==> config.mk <==
export PLATFORM = sky130hd
export DESIGN_NAME = write_back_multiport
export DESIGN_NICKNAME = d
export VERILOG_FILES = /design/src/rtl/write_back_multiport_pkg.sv /design/src/rtl/wb_pc_delay_line.sv /design/src/rtl/write_back_multiport.sv
export SDC_FILE = /design/constraint.sdc
export NUM_CORES = 2
export LEC_CHECK = 0
export ABC_CLOCK_PERIOD_IN_PS = 5100
export BUFFER_PORTS_ARGS = -buffer_cell sky130_fd_sc_hd__buf_2
export CAP_MARGIN = 20
export CORE_AREA = 3 3 573 575
export CTS_BUF_LIST = sky130_fd_sc_hd__clkbuf_2
export CTS_CLUSTER_SIZE = 8
export DETAILED_ROUTE_END_ITERATION = 6
export DIE_AREA = 0 0 576 578
export SLEW_MARGIN = 20
export SYNTH_ARGS = -nofsm -noshare
export SYNTH_HDL_FRONTEND = slang
export SYNTH_HIERARCHICAL = 1
export SYNTH_SLANG_ARGS = --single-unit
==> constraint.sdc <==
create_clock -name clk -period 5.1 [get_ports clk]
set_clock_uncertainty 0.2 [all_clocks]
set_input_delay 0.51 -clock clk [delete_from_list [all_inputs] [get_ports clk]]
set_output_delay 0.51 -clock clk [all_outputs]
set_load 0.005 [all_outputs]
==> src/rtl/write_back_multiport_pkg.sv <==
// rtl/write_back_multiport_pkg.sv - shared constants and types for the write-back stage
package write_back_multiport_pkg;

  localparam int REG_N_DEF = 16;
  localparam int REG_W_DEF = 64;

  // Architectural register indices with fixed roles
  localparam int RSP_IDX = 4;
  localparam int RBP_IDX = 5;
  localparam int RIP_IDX = 14;
  localparam int EFL_IDX = 15;

  typedef logic [REG_W_DEF-1:0] reg_t;
  typedef logic [REG_W_DEF-1:0] addr_t;

endpackage

==> src/rtl/wb_pc_delay_line.sv <==
// rtl/wb_pc_delay_line.sv - PC shift register with hold, aligns fetch PC with memory latency
module wb_pc_delay_line #(
  parameter int DEPTH = 1,
  parameter int W     = 64
) (
  input  logic         clk,
  input  logic         rstn,
  input  logic         hold,
  input  logic [W-1:0] d,
  output logic [W-1:0] q
);

  logic [W-1:0] stage [DEPTH];

  // Shift one stage per cycle; a hold freezes every stage so the tail replays
  always_ff @(posedge clk) begin
    if (!rstn) begin
      for (int i = 0; i < DEPTH; i++) stage[i] <= '0;
    end else if (!hold) begin
      stage[0] <= d;
      for (int i = 1; i < DEPTH; i++) stage[i] <= stage[i-1];
    end
  end

  assign q = stage[DEPTH-1];

endmodule

==> src/rtl/write_back_multiport.sv <==
// rtl/write_back_multiport.sv - multi-port register commit, RIP sequencing and post-branch flush
module write_back_multiport
  import write_back_multiport_pkg::*;
#(
  parameter int               NUM_WB            = 2,
  parameter int               REG_N             = REG_N_DEF,
  parameter int               REG_W             = REG_W_DEF,
  parameter int               LOAD_LATENCY      = 1,
  parameter int               FLUSH_LEN         = LOAD_LATENCY,
  parameter bit               SUPPRESS_ON_FLUSH = 1'b1,
  parameter logic [REG_W-1:0] INIT_RIP          = '0,
  parameter logic [REG_W-1:0] INIT_RSP          = REG_W'(1024)
) (
  input  logic                              clk,
  input  logic                              rstn,
  input  logic [NUM_WB-1:0]                 wb_valid,
  input  logic [NUM_WB*$clog2(REG_N)-1:0]   wb_idx,
  input  logic [NUM_WB*REG_W-1:0]           wb_data,
  input  logic                              efl_we,
  input  logic [REG_W-1:0]                  efl_data,
  input  logic                              br_taken,
  input  logic [REG_W-1:0]                  br_target,
  input  logic                              stall_pc,
  output logic [REG_N*REG_W-1:0]            gpr,
  output logic [REG_W-1:0]                  pc_to_mem,
  output logic [REG_W-1:0]                  pc_to_fet,
  output logic                              flush,
  output logic [31:0]                       commit_cnt
);

  localparam int IDX_W = $clog2(REG_N);
  localparam int FW    = $clog2(FLUSH_LEN + 1);

  // RIP starts LOAD_LATENCY behind INIT_RIP so the first aligned fetch lands on INIT_RIP
  localparam logic [REG_W-1:0] RESET_RIP = INIT_RIP - REG_W'(LOAD_LATENCY);

  logic [REG_W-1:0]  regs [REG_N];
  logic [REG_W-1:0]  rip_nxt;
  logic [FW-1:0]     flush_cnt;
  logic [FW-1:0]     flush_cnt_nxt;
  logic              accept;
  logic              br_acc;
  logic [NUM_WB-1:0] wr_ok;
  logic [31:0]       n_commit;

  // Inputs presented during a flush window are dropped when suppression is enabled
  always_comb begin
    accept = !(SUPPRESS_ON_FLUSH && flush);
    br_acc = br_taken && accept;
  end

  // Per-channel write enable: RIP is owned by PC logic, out-of-range indices are ignored
  always_comb begin
    wr_ok    = '0;
    n_commit = '0;
    for (int k = 0; k < NUM_WB; k++) begin
      wr_ok[k] = wb_valid[k] && accept
                 && (int'(wb_idx[k*IDX_W +: IDX_W]) < REG_N)
                 && (int'(wb_idx[k*IDX_W +: IDX_W]) != RIP_IDX);
      n_commit = n_commit + {31'b0, wr_ok[k]};
    end
  end

  // Next fetch address: an accepted branch beats a stall, a stall replays the aligned PC
  always_comb begin
    if (br_acc)        rip_nxt = br_target;
    else if (stall_pc) rip_nxt = pc_to_fet;
    else               rip_nxt = regs[RIP_IDX] + REG_W'(1);
  end

  // Flush counter reloads on an accepted branch and otherwise counts down to zero
  always_comb begin
    if (br_acc)              flush_cnt_nxt = FW'(FLUSH_LEN);
    else if (flush_cnt != 0) flush_cnt_nxt = flush_cnt - FW'(1);
    else                     flush_cnt_nxt = '0;
  end

  // Register file commit; later channels overwrite earlier ones, EFL write overrides all channels
  always_ff @(posedge clk) begin
    if (!rstn) begin
      for (int i = 0; i < REG_N; i++) regs[i] <= '0;
      regs[RIP_IDX] <= RESET_RIP;
      regs[RSP_IDX] <= INIT_RSP;
      regs[RBP_IDX] <= INIT_RSP;
    end else begin
      for (int k = 0; k < NUM_WB; k++) begin
        if (wr_ok[k]) regs[wb_idx[k*IDX_W +: IDX_W]] <= wb_data[k*REG_W +: REG_W];
      end
      if (efl_we && accept) regs[EFL_IDX] <= efl_data;
      regs[RIP_IDX] <= rip_nxt;
    end
  end

  // Flush output is registered from the counter's next value so it rises the cycle after a branch
  always_ff @(posedge clk) begin
    if (!rstn) begin
      flush_cnt <= '0;
      flush     <= 1'b0;
    end else begin
      flush_cnt <= flush_cnt_nxt;
      flush     <= (flush_cnt_nxt != '0);
    end
  end

  // Count every accepted channel write, including ones overwritten by a higher channel
  always_ff @(posedge clk) begin
    if (!rstn) commit_cnt <= '0;
    else       commit_cnt <= commit_cnt + n_commit;
  end

  for (genvar g = 0; g < REG_N; g++) begin : g_gpr
    assign gpr[g*REG_W +: REG_W] = regs[g];
  end

  assign pc_to_mem = regs[RIP_IDX];

  wb_pc_delay_line #(
    .DEPTH (LOAD_LATENCY),
    .W     (REG_W)
  ) u_pc_delay_line (
    .clk  (clk),
    .rstn (rstn),
    .hold (stall_pc),
    .d    (pc_to_mem),
    .q    (pc_to_fet)
  );

endmodule

==> results_dict.tcl <==
set metrics [dict create \
    synth-edff-count 1024 \
    die_w_um 576 \
    wl_per_cell_um 32.51 \
    final_nets 6672 \
    syn_inst 3920 \
    die_h_um 578 \
    die-area_um2 332900 \
    clkSlewWorstSetupHoldPaths_ps 110 \
    syn_area_um2 49240 \
    slew-limit-headroom 0.1515 \
    fin_crit_ps 4970 \
    pwr-share-comb 0.154 \
    layout_commonest_cell "buf_2" \
    p_switching_mw 6.858 \
    cts_tree "built" \
    layout_common_cells "buf_2 (1452), edfxtp_1 (1024), dlygate4sd3_1 (1019), nand2_1 (663), a22o_1 (638)" \
    p_per_area_nw_per_um2 283.3 \
    path_class "reg -> reg" \
    critPathCapture "regs[10][31]" \
    drtPass1Iterations 6 \
    yosysTopAreaCellShare 0.6245 \
    p_int_mw 14.57 \
    portBuffers 1455 \
    syn_to_final_growth_pct 53.61 \
    p_leak_nw 29.98 \
    cts-root-buf "clkbuf_2" \
    core_um2 323700 \
    gp_congestion 0.9618 \
    hpwl_mm 234.0 \
    seqPwrFrac 0.507 \
    timing.rr.start "flush_cnt" \
    async_flop_share 0 \
    synth.distinct_cells 60 \
    synth_top_area_cell "edfxtp_1" \
    crit_path_frequent_cell "dlygate4sd3_1" \
    routed_via_density 4.525 \
    place_area_um2 61600 \
    ant_nets 0 \
    rsz0062_at_grt "false" \
    startpoint_type "flop" \
    crit_arrival_ps 6380 \
    gr-usage-all-layers 0.2037 \
    hold_viol 0 \
    cts_made_buffers 320 \
    reg2reg_setup_slack_ps 130 \
    slowest_stage "dlygate4sd3_1" \
    peakVddDrop_v 0.0001585 \
    grt_start_max_net_pins 129 \
    ctsHtreeMaxLevel 5 \
    timing.critical_path.from "flush_cnt" \
    worstMarginPinSlew_ps 1269 \
    grt_pass1_vias 47630 \
    fin_area_um2 75640 \
    max_cap_violations 0 \
    clock_latency_ps 1870 \
    setup_tns_ps 0 \
    synth_fp_nets 4194 \
    worstPathRequired_ps 6510 \
    post-route-period-util 0.9746 \
    drcViolationCount 0 \
    r2r_cells 12 \
    slew_viol_final 0 \
    crit_path_max_incr_delay_ps 680 \
    cp_max_fo 102 \
    r2r_end "regs[10][31]" \
    synth_ff_type "edfxtp_1" \
    finalSetupViolCount 0 \
    drive_gt1_frac 0.3301 \
    drt_iter0_markers 5944 \
    synth.area.top_cells "edfxtp_1 (62%), a22o_1 (11%), nand2_1 (5.1%)" \
    vias 49720 \
    yosysWarnings 6 \
    antenna_found_initial 57 \
    pin_count 1456 \
    postRouteWirelength_mm 357.1 \
    ys_seq_area_frac 0.6639 \
    grt_pass1_wl_mm 455.7 \
    post_cts_buffers 0 \
    swShare 0.3200 \
    rows 209 \
    clkSinkCount 1121 \
    synth_seq_cells 1121 \
    fmax_mhz 201.2 \
    endpoint_kind "flop" \
    overflow 0 \
    hold_path.class "reg -> reg" \
    power_frac_clock 0.339 \
    run_status "completed" \
    start_util 0.1521 \
    avgSynthCellArea_um2 12.56 \
    cts_buffer_depth 4 \
    crit_chain "nand3b_1 -> nor2_1 -> nand2_1 -> dlygate4sd3_1 -> nor2_4 -> dlygate4sd3_1 -> buf_4 -> buf_16 -> nand2_1 -> dlygate4sd3_1 -> o21ai_0 -> dlygate4sd3_1" \
]
cell families after synthesis:
family | share of synthesized area
XOR/XNOR | 0.01441
AO/OA/AOI/OAI | 0.1742
multiplexers | 0.001220
adder cells (fa/ha/maj) | 0.0009147
buffers and inverters | 0.04617
flip-flops | 0.6639
AND/OR/NAND/NOR | 0.09915
flip-flops by register name, indices dropped and copies added, names as in the netlist:
| signal | count |
|---|---|
| regs | 1024 |
| commit_cnt | 32 |
| u_pc_delay_line/stage | 64 |
| flush_cnt | 1 |
area by class of cell:
class / count / area (um^2)
fillers: 34570 / 248100
flip-flops and latches: 1121 / 32690
repair buffers: 2655 / 19940
multi-input cells: 2289 / 14530
well taps: 4325 / 5411
clock buffers: 445 / 2227
clock inverters: 92 / 681.9
diodes: 48 / 120.1
inverters: 11 / 41.29
cell usage after synthesis (23+ instances only):
cell type  count
a22oi_1       64
and3b_1       65
dfxtp_1       97
a22o_1       638
nand4_1       25
clkbuf_1     374
nor3_1        23
nand2_1      664
edfxtp_1    1024
buf_1         28
o211ai_1      32
and2_1        37
a21oi_1       33
buf_4         70
nor2_1        75
xnor2_1       48
nand3_1       44
o21ai_0      351
xor2_1        33
o221ai_1      23
worst min path at each step:
stage | start | endpoint | slack [ps] | depth (start not counted)
2_1_floorplan | commit_cnt[14] | commit_cnt[14] | 290 | 2
3_3_place_gp | u_pc_delay_line/stage[0][38] | regs[14][38] | 280 | 2
3_5_place_dp | u_pc_delay_line/stage[0][38] | regs[14][38] | 290 | 2
4_1_cts | wb_data[127] | regs[8][63] | 4 | 6
5_1_grt | wb_data[98] | regs[10][34] | 130 | 6
6_report | commit_cnt[14] | commit_cnt[14] | 330 | 2
worst max-delay path: cells and delay by family (launching register included):
family | cells | cell delay (ps)
AO/OA/AOI/OAI | 1 | 80
buffers and inverters | 6 | 3160
flip-flops | 1 | 380
AND/OR/NAND/NOR | 5 | 660
stage by stage:
step                        util  power (mW)  hold WS, ps  setup WS [ps]  cells
after detailed placement  0.1903       13.59        292.3          952.7   9343
after global routing      0.2334       22.23        125.4          35.13  10950
after floorplan                -       11.74        289.2          286.1   3920
after global placement    0.1901       13.59        284.3          981.4   9341
after CTS                 0.2332       21.59        4.165          299.5  10940
final                     0.2336       21.43        326.8          129.7  10990
timing repair:
item | in CTS | in global routing
resized for setup | 0 | 1
hold buffers | 1056 | 1
setup endpoints to repair | 0 | 1
endpoints found under the hold margin | 2108 | 8
routing by layer:
layer  vias to the layer above  track usage  share of wire
met1                     24150       0.2271           0.35
met4                        20       0.1319          0.076
met2                      4395       0.3357           0.46
met3                      1193      0.06415           0.11
li1                      19960            -              -
met5                         -            0        0.00046
power groups by stage:
stage | sequential [mW] | clock, mW | combinational (mW)
2_1_floorplan | 11.0 | 0 | 0.737
3_3_place_gp | 11.1 | 0 | 2.54
3_5_place_dp | 11.1 | 0 | 2.54
4_1_cts | 10.9 | 7.49 | 3.25
5_1_grt | 10.9 | 7.93 | 3.40
6_report | 10.9 | 7.26 | 3.30
Power figures use the tool's default switching activity.
